$ cat src/rtl/secded_stream_decoder.sv
// Two-stage Extended Hamming(13,8) SECDED decoder with valid/ready stall and
// saturating corrected/uncorrectable word counters.
module secded_stream_decoder #(
  parameter int DATA_WIDTH = 8,
  parameter int CNT_WIDTH  = 16
) (
  input  logic                  clk,
  input  logic                  rst_n,
  input  logic                  in_valid,
  output logic                  in_ready,
  input  logic [39:0]           codeword_in,
  output logic                  out_valid,
  input  logic                  out_ready,
  output logic [DATA_WIDTH-1:0] data_out,
  output logic                  error_corrected,
  output logic                  error_detected,
  output logic [3:0]            out_syndrome,
  input  logic                  clr_counts,
  output logic [CNT_WIDTH-1:0]  corr_count,
  output logic [CNT_WIDTH-1:0]  uncorr_count
);

  function automatic logic [3:0] calc_syndrome(input logic [12:0] cw);
    logic [3:0] s;
    logic [4:0] pos;
    s = '0;
    for (int j = 0; j < 12; j++) begin
      pos = 5'(j + 1);
      for (int i = 0; i < 4; i++) begin
        if (pos[i]) s[i] = s[i] ^ cw[j];
      end
    end
    return s;
  endfunction

  // Flip the addressed bit only for a single error inside positions 1..12.
  function automatic logic [12:0] correct_word(input logic [12:0] cw,
                                               input logic [3:0]  s,
                                               input logic        p);
    logic [12:0] fixed;
    fixed = cw;
    if (p && (s != 4'd0) && (s <= 4'd12)) fixed[s - 4'd1] = ~cw[s - 4'd1];
    return fixed;
  endfunction

  function automatic logic [DATA_WIDTH-1:0] extract_data(input logic [12:0] cw);
    return {cw[11], cw[10], cw[9], cw[8], cw[6], cw[5], cw[4], cw[2]};
  endfunction

  function automatic logic [CNT_WIDTH-1:0] sat_inc(input logic [CNT_WIDTH-1:0] c);
    return (&c) ? c : c + CNT_WIDTH'(1);
  endfunction

  logic                  advance;
  logic                  xfer_out;
  logic                  unused_hi;
  logic                  vld_p1;
  logic [12:0]           cw_p1;
  logic [3:0]            syn_p1;
  logic                  par_p1;
  logic                  corr_c;
  logic                  det_c;
  logic [12:0]           cw_fix_c;
  logic                  vld_p2;
  logic [DATA_WIDTH-1:0] data_p2;
  logic                  corr_p2;
  logic                  det_p2;
  logic [3:0]            syn_p2;

  assign advance   = !vld_p2 || out_ready;
  assign in_ready  = advance;
  assign xfer_out  = vld_p2 && out_ready;
  assign unused_hi = ^codeword_in[39:13];

  // Stage 1: capture codeword, syndrome and overall parity
  always_ff @(posedge clk or negedge rst_n) begin
    if (!rst_n) begin
      vld_p1 <= 1'b0;
    end else if (advance) begin
      vld_p1 <= in_valid;
    end
  end

  always_ff @(posedge clk) begin
    if (advance) begin
      cw_p1  <= codeword_in[12:0];
      syn_p1 <= calc_syndrome(codeword_in[12:0]);
      par_p1 <= ^codeword_in[12:0];
    end
  end

  always_comb begin
    corr_c   = par_p1 && (syn_p1 <= 4'd12);
    det_c    = (syn_p1 != 4'd0) && (!par_p1 || (syn_p1 > 4'd12));
    cw_fix_c = correct_word(cw_p1, syn_p1, par_p1);
  end

  // Stage 2: corrected data and classification, driving the output port
  always_ff @(posedge clk or negedge rst_n) begin
    if (!rst_n) begin
      vld_p2  <= 1'b0;
      data_p2 <= '0;
      corr_p2 <= 1'b0;
      det_p2  <= 1'b0;
      syn_p2  <= '0;
    end else if (advance) begin
      vld_p2  <= vld_p1;
      data_p2 <= extract_data(cw_fix_c);
      corr_p2 <= corr_c;
      det_p2  <= det_c;
      syn_p2  <= syn_p1;
    end
  end

  assign out_valid       = vld_p2;
  assign data_out        = data_p2;
  assign error_corrected = corr_p2;
  assign error_detected  = det_p2;
  assign out_syndrome    = syn_p2;

  // Counters advance on output transfer; a clear wins over an increment.
  always_ff @(posedge clk or negedge rst_n) begin
    if (!rst_n) begin
      corr_count   <= '0;
      uncorr_count <= '0;
    end else if (clr_counts) begin
      corr_count   <= '0;
      uncorr_count <= '0;
    end else if (xfer_out) begin
      if (corr_p2) corr_count   <= sat_inc(corr_count);
      if (det_p2)  uncorr_count <= sat_inc(uncorr_count);
    end
  end

endmodule

$ cat config.mk
export PLATFORM = sky130hd
export DESIGN_NAME = secded_stream_decoder
export DESIGN_NICKNAME = d
export VERILOG_FILES = /design/src/rtl/secded_stream_decoder.sv
export SDC_FILE = /design/constraint.sdc
export NUM_CORES = 1
export LEC_CHECK = 0
export BUFFER_PORTS_ARGS = -buffer_cell sky130_fd_sc_hd__buf_2
export CORE_ASPECT_RATIO = 0.5
export CORE_MARGIN = 2
export CORE_UTILIZATION = 53
export DETAILED_ROUTE_END_ITERATION = 10
export PLACE_DENSITY = 0.8
export SLEW_MARGIN = 25
export SYNTH_ARGS = -nofsm -noshare
export SYNTH_HDL_FRONTEND = slang
export SYNTH_SLANG_ARGS = --single-unit
export TNS_END_PERCENT = 30
$ cat constraint.sdc
create_clock -name clk -period 2.3 [get_ports clk]
set_input_delay 0.115 -clock clk [delete_from_list [all_inputs] [get_ports clk]]
set_output_delay 0.115 -clock clk [all_outputs]
set_load 0.01 [all_outputs]
**Yosys cells after proc, flatten, opt, wreduce, memory -nomap -nowiden**

Cells that the tools add are included.

- Output and inout bits: 48
- Register bits: 66
- Word-level logic and storage cells: 90

- Eq/ne operators: 2
- Reduce and logical (&&, ||, !) cells: 19
- Magnitude comparators: 4
- Bitwise operators: 19
- $add $sub $neg: 3
- Muxes and demuxes: 32

Operators with widths:

| operator | count |
|---|---|
| 16-bit two-way mux | 8 |
| 16-bit by 1-bit adder with 16-bit output, second input constant | 2 |
| 16-bit AND reduction | 2 |
| 1-bit two-way mux | 20 |
| 1-bit bitwise XOR | 18 |
| 13-bit bitwise mux | 1 |
| 13-bit XOR reduction | 1 |
| 12-bit two-way mux | 1 |
| 1-bit logical AND | 6 |
| 3-bit AND reduction | 2 |
| 2-bit nonzero test | 3 |
| 4-bit by 5-bit less-than comparator with 1-bit output, second input constant | 1 |
| 1-bit binary-select mux with 4-bit select | 1 |
| 1-bit demux with 4-bit select | 1 |
| 4-bit by 1-bit greater-or-equal comparator with 1-bit output, second input constant | 1 |
| 4-bit > comparator, second input constant | 1 |
| 4-bit less-or-equal comparator, second input constant | 1 |
| 2-bit != test, second input constant | 2 |
| 4-bit nonzero test | 1 |
| 4-bit by 1-bit subtractor with 4-bit output, second input constant | 1 |
| 1-bit zero test | 2 |
| 1-bit logical OR | 2 |
| 1-bit inverter | 1 |

**Longest topological paths before layout**

Gate-level depths: netlist of the first run.

- Word-level depth: 12
- Mapped depth: 7
- Mapped depth without buffers: 7

**Worst setup path before layout of the first run**

OpenSTA, ideal clock, no wires.

- Path kind: reg-to-reg
- Start point: reg vld_p2, in the netlist out_valid
- End point: reg cw_p1[0], enable pin
- Library setup time: 0.394 ns
- Stages on the path, launching flop included: 5
- Arrival time: 1.548 ns
- Clock period less this slack: 1.942 ns
- Slack: 0.358 ns
- Cell sequence: dfrtp_1 nor2b_1 clkbuf_1 inv_1 clkbuf_1

- Longest elaborated chain between the ends: 2

RTL lines:

| item | line | RTL |
|---|---|---|
| from (decl) | 64 | `logic vld_p2;` |
| from (signal assigned) | 107 | `vld_p2 <= vld_p1;` |
| 1-bit zero test | 70 | `assign advance = !vld_p2 \|\| out_ready;` |
| 1-bit logical OR | 70 |  |
| net in_ready | 10 | `output logic in_ready,` |
| to (signal assigned) | 86 | `cw_p1 <= codeword_in[12:0];` |
| to (decl) | 58 | `logic [12:0] cw_p1;` |

The timed path passes the listed nets, and every way through them passes these cells.
A chain may end at the register's enable or synchronous reset.

**Worst setup path after layout of the first run**

- Start point: reg syn_p1[1]
- End point: reg data_p2[7], in the netlist data_out[7]

- Longest elaborated chain between the ends: 7
- Elaborated cells on any way between the ends: 15
- Classes of those cells: add/sub (1); order compare (3); mux (6); bitwise (1); reduce/logical (4)

RTL lines:

| item | line | RTL |
|---|---|---|
| from (decl) | 59 | `logic [3:0] syn_p1;` |
| from (signal assigned) | 87 | `syn_p1 <= calc_syndrome(codeword_in[12:0]);` |
| 4-bit by 1-bit subtractor with 4-bit output | 42 | `if (p && (s != 4'd0) && (s <= 4'd12)) fixed[s - 4'd1] = ~cw[s - 4'd1];` |
| 4-bit by 5-bit less-than comparator with 1-bit output (implied by the code) / 4-bit by 1-bit greater-or-equal comparator with 1-bit output (equally long branches) | 42 |  |
| 1-bit logical AND (implied by the code) | 42 |  |
| 1-bit two-way mux (implied by the code) | 42 |  |
| 1-bit demux with 4-bit select | 42 |  |
| 13-bit bitwise mux | 42 |  |
| 12-bit two-way mux * | 42 |  |
| to (signal assigned) | 108 | `data_p2 <= extract_data(cw_fix_c);` |
| to (decl) | 65 | `logic [DATA_WIDTH-1:0] data_p2;` |

Mark *: on every way between the ends. The rest lies on a longest branch, timed or not. The select of a mux whose other input is x is not followed.

==> reports/metrics.cfg, run 1 <==
[yosys]
synthTopCellsByArea=dfrtp_1 34%, edfxtp_1 15%, xnor2_1 7.3%, nor2_1 4.5%, xor2_1 3.8%
seq_area_frac_synth_pct=49.8
synth_edf_count=18
ys_top_cells_by_count=48 x dfrtp_1, 42 x nor2_1, 31 x nand2_1, 29 x xnor2_1, 18 x edfxtp_1
synth_cells=334
ys_types=51
netlist_area_mm2=0.00350
syn_avg_cell_area_um2=10.5
synth_top_area_share_pct=34.4
yosysMostFrequentCell=dfrtp_1
synthArstFlopShare_pct=72.7
ys_ff_latch=66
ys.flop_type=dfrtp_1
synth_nets=386
synth_largest_area_cell=dfrtp_1
yosys_warnings=0

[timing]
tns_ps=0
max_freq_mhz=473
hold_violations=0
rsz0062_at_grt=false
setup_viol_count_final=0
finalClockSkew_ps=3.41
worst_slew_pin_slew_ps=600
finalCriticalPeriod_ps=2110
post-route-period-util_pct=91.9
slew_headroom_pct=60.0
fin_ws_ps=187
drv_slew=0

[pwr]
power_w=0.00359
ir_drop_mv=0.707
power_density_mw_per_mm2=832
leakagePower_nw=1.86

[clock_tree]
cts_made_buffers=9
cts_tree=done
cts_sinks=66
clk_pin_slew_ps=50
cts_root_buffer=clkbuf_16
clk_latency_ps=330
clockBufferDepth=2
ctsHtreeMaxLevel=3

[detailed_routing]
drt_iter0_drc=167
firstDrtPassIters=5
drc_errors=0
viasPerCell=5.48
wl_mm=7.19
wl_per_cell_um=14.2
postRouteAntennaNets=0
vias=2766

[setup_path]
arrival_ps=2360
critical-path-max-stage-delay_ps=440
cp-end-kind=flop
cp_slowest_cell=edfxtp_1
crit_path_frequent_cell=o21ai_0
cp.required_ps=2540
crit_path_cell_trace=inv_1 > ha_1 > mux2_2 > o21ai_0 > mux2i_1 > o21ai_0
cp-start-kind=flop
worst-setup-path-type=reg -> reg
cp_max_fo=6

[placed_design]
dp_hpwl_mm=5.16
dpl_worst_slack_ps=219
gp_congestion=0.893
io_buffers=65

[die]
die_h_um=61.4
rows=20
core_area_mm2=0.00623
initial_utilization_pct=56.1
die_w_um=119
die_area_mm2=0.00730
io_pins=93

[final_layout]
num-fill-cells=473
multi_input_area_mm2=0.00167
postLayoutCoreUtil_pct=69.3
layout.nets=464
n_antenna_cell=0
seq_area_mm2=0.00174
area_growth_pct=23.6
drive_gt1_share_pct=24.0

[global_routing]
grt_max_degree=49
antenna_found_initial=0
grt_usage_pct=21.7
gr-total-overflow=0
grt_pass1_vias=2571
grt_pass1_wl_mm=12.0

[job]
drv_cap=0

[outcome]
status=completed

[min_path]
hp-class=in -> reg

==> report_power, final <==
| part | internal, W | switching, W |
|---|---|---|
| Clock | 0.000940 | 0.000481 |
| Sequential | 0.00136 | 0.000125 |
| Combinational | 0.000302 | 0.000390 |
==> registers in the layout, indices dropped and copies added (netlist names) <==
signal / count
corr_count: 16
uncorr_count: 16
cw_p1: 13
data_out: 8
out_syndrome: 4
syn_p1: 4
error_corrected: 1
error_detected: 1
out_valid: 1
par_p1: 1
vld_p1: 1
==> final timing paths <==
path                       cells past startpoint               to           start  slack (ps)
max                                            6      data_out[7]       syn_p1[1]         190
min                                            1         cw_p1[1]  codeword_in[1]          10
max reg2reg                                    6      data_out[7]       syn_p1[1]         190
min reg2reg                                    2           vld_p1          vld_p1         460
max in group asynchronous                      3  out_syndrome[0]           rst_n        1490
min in group asynchronous                      3      data_out[0]           rst_n         390
==> layout by cell type (no fill, tap or decap), types with 10 or more instances in the layout <==
| cell type | netlist | final |
|---|---|---|
| buf_2 | 0 | 65 |
| dfrtp_1 | 48 | 48 |
| dlygate4sd3_1 | 0 | 10 |
| edfxtp_1 | 18 | 18 |
| nand2_1 | 31 | 31 |
| nand3_1 | 17 | 17 |
| nand4_1 | 10 | 10 |
| nor2_1 | 42 | 42 |
| nor3_1 | 10 | 10 |
| xnor2_1 | 29 | 29 |
| xor2_1 | 15 | 15 |
==> layer usage <==
layer	part of all wire (%)	wire length [µm]	GRT usage [%]
met2	51	3640	38.3
met4	1.5	107	7.99
met5	0	0	0
met3	4.5	321	7.78
met1	43	3130	25.5
==> critical path: cells and delay by family, from the launching register on <==
family / cells / cell delay [ps]
compound gates: 2 / 510
fa+ha+maj: 1 / 420
buf+inv: 1 / 140
flops: 1 / 440
mux: 2 / 510
==> cell families after synthesis <==
family	share of synthesized area, %
AO/OA/AOI/OAI	7.62
flip-flops	49.8
buffers and inverters	2.47
AND/OR/NAND/NOR	23.2
adder cells (fa/ha/maj)	2.51
XOR/XNOR	11.0
multiplexers	3.33
==> layout make-up <==
| class | count | share of cell area [%] |
|---|---|---|
| tap | 88 | 2.55 |
| inverter | 7 | 0.608 |
| clock buffer | 10 | 5.30 |
| timing repair buffer | 80 | 10.7 |
| multi-input combinational | 248 | 38.6 |
| clock inverter | 6 | 1.88 |
| sequential | 66 | 40.3 |
==> timing repair <==
item | in CTS | in global routing
hold buffers | 10 | 0
endpoints found under the hold margin | 57 | 0
gates resized for setup | 0 | 0
buffers inserted | 0 | 0
==> per-stage QoR <==
stage	instance area, µm²	instances	hold WS, ps
4_1_cts	4320	505	3.81
3_5_place_dp	3910	479	248
3_3_place_gp	3910	479	231
2_1_floorplan	3500	334	-181
6_report	4320	505	14.6
5_1_grt	4320	505	8.76
Note: power is estimated with default switching activity, not from simulation.
==> inputs of run 2 (changes only) <==
Settings changed: SETUP_SLACK_MARGIN set to 0.2.
==> reports/metrics.cfg, run 2 (same netlist as run 1, synthesis figures left out) <==
[timing]
rsz0062_at_grt=false
tns_ps=0
finalCriticalPeriod_ps=2000
fin_ws_ps=297
hold_violations=0
post-route-period-util_pct=87.1
finalClockSkew_ps=4.32
max_freq_mhz=499
worst_slew_pin_slew_ps=603
slew_headroom_pct=59.8
drv_slew=0
setup_viol_count_final=0

[global_routing]
grt_pass1_wl_mm=12.0
grt_usage_pct=21.7
grt_pass1_vias=2571
grt_max_degree=49
antenna_found_initial=0
gr-total-overflow=0

[die]
initial_utilization_pct=56.1
die_h_um=61.4
io_pins=93
die_area_mm2=0.00730
core_area_mm2=0.00623
die_w_um=119
rows=20

[setup_path]
critical-path-max-stage-delay_ps=420
cp-end-kind=flop
crit_path_frequent_cell=o21ai_0
cp_max_fo=5
arrival_ps=2250
cp-start-kind=flop
crit_path_cell_trace=inv_1 > ha_4 > mux2_2 > o21ai_0 > mux2i_1 > o21ai_0
cp.required_ps=2540
cp_slowest_cell=edfxtp_1
worst-setup-path-type=reg -> reg

[detailed_routing]
vias=2755
viasPerCell=5.44
drt_iter0_drc=174
wl_mm=7.28
wl_per_cell_um=14.4
postRouteAntennaNets=0
drc_errors=0
firstDrtPassIters=4

[final_layout]
final_common_cell=buf_2
drive_gt1_share_pct=24.6
area_growth_pct=24.3
largestRegisters=corr_count: 16 flops, uncorr_count: 16 flops, cw_p1: 13 flops
n_antenna_cell=0
fin_cells=506
seq_area_mm2=0.00174
stdcell_area_mm2=0.00434
num-fill-cells=469
layout.nets=465
multi_input_area_mm2=0.00169
final_cell_mix=65 x buf_2, 48 x dfrtp_1, 42 x nor2_1

[min_path]
hp-class=in -> reg

[clock_tree]
clk_pin_slew_ps=50
cts_root_buffer=clkbuf_16
clk_latency_ps=330
ctsHtreeMaxLevel=3
clockBufferDepth=2
cts_made_buffers=9
cts_sinks=66
cts_tree=done

[pwr]
leakagePower_nw=1.87
power_density_mw_per_mm2=836
ir_drop_mv=0.710

[job]
drv_cap=0

[placed_design]
place_inst=479
io_buffers=65
gp_congestion=0.893
dp_hpwl_mm=5.16
place_area_mm2=0.00391
dpl_worst_slack_ps=219

[outcome]
status=completed

run 2: path summary, 6_finish.rpt:
kind                           startpoint              end  slack (ps)  cells past startpoint
max in group asynchronous           rst_n  out_syndrome[0]        1490                      3
min in group asynchronous           rst_n      data_out[0]         390                      3
setup reg to reg                syn_p1[1]      data_out[7]         300                      6
hold reg to reg                    vld_p1           vld_p1         460                      2
setup / recovery                syn_p1[1]      data_out[7]         300                      6
hold / removal             codeword_in[1]         cw_p1[1]          10                      1
run 2: cell type report:
cell class / count / share of cell area, %
Clock buffer: 10 / 5.27
Clock inverter: 6 / 1.87
Inverter: 7 / 0.605
Multi-Input combinational cell: 248 / 38.8
Sequential cell: 66 / 40.1
Tap cell: 88 / 2.53
Timing Repair Buffer: 81 / 10.8
run 2: worst max-delay path: cells and delay by family (launching register included):
family                     cells  cell delay, ps
buffers and inverters          1             160
muxes                          2             490
adders and majority gates      1             340
DFF                            1             420
AOI/OAI and AO/OA              2             510
run 2: what timing repair did:
item,in CTS,in global routing
endpoints found under the setup margin,1,7
gates resized for setup,1,2
hold endpoints to repair,57,0
hold buffers,10,0
buffers inserted,0,1
run 2: where the power goes:
group	internal, W	leakage (nW)	switching (W)
combinational	0.000325	0.901	0.000404
clock	0.000940	0.150	0.000481
sequential	0.00136	0.816	0.000124
run 2: stage by stage:
stage               hold slack, ps  utilization (%)  total power [W]
floorplan                     -181                -          0.00195
global placement               231             62.7          0.00215
detailed placement             248             62.7          0.00218
CTS                           3.81             69.4          0.00364
global route                  8.76             69.7          0.00381
finish                        14.6             69.7          0.00363
run 2: per-layer routing:
layer | track usage, % | wire, µm
met1 | 25.5 | 3190
met5 | 0 | 0
met2 | 38.3 | 3720
met3 | 7.78 | 271
met4 | 7.99 | 88
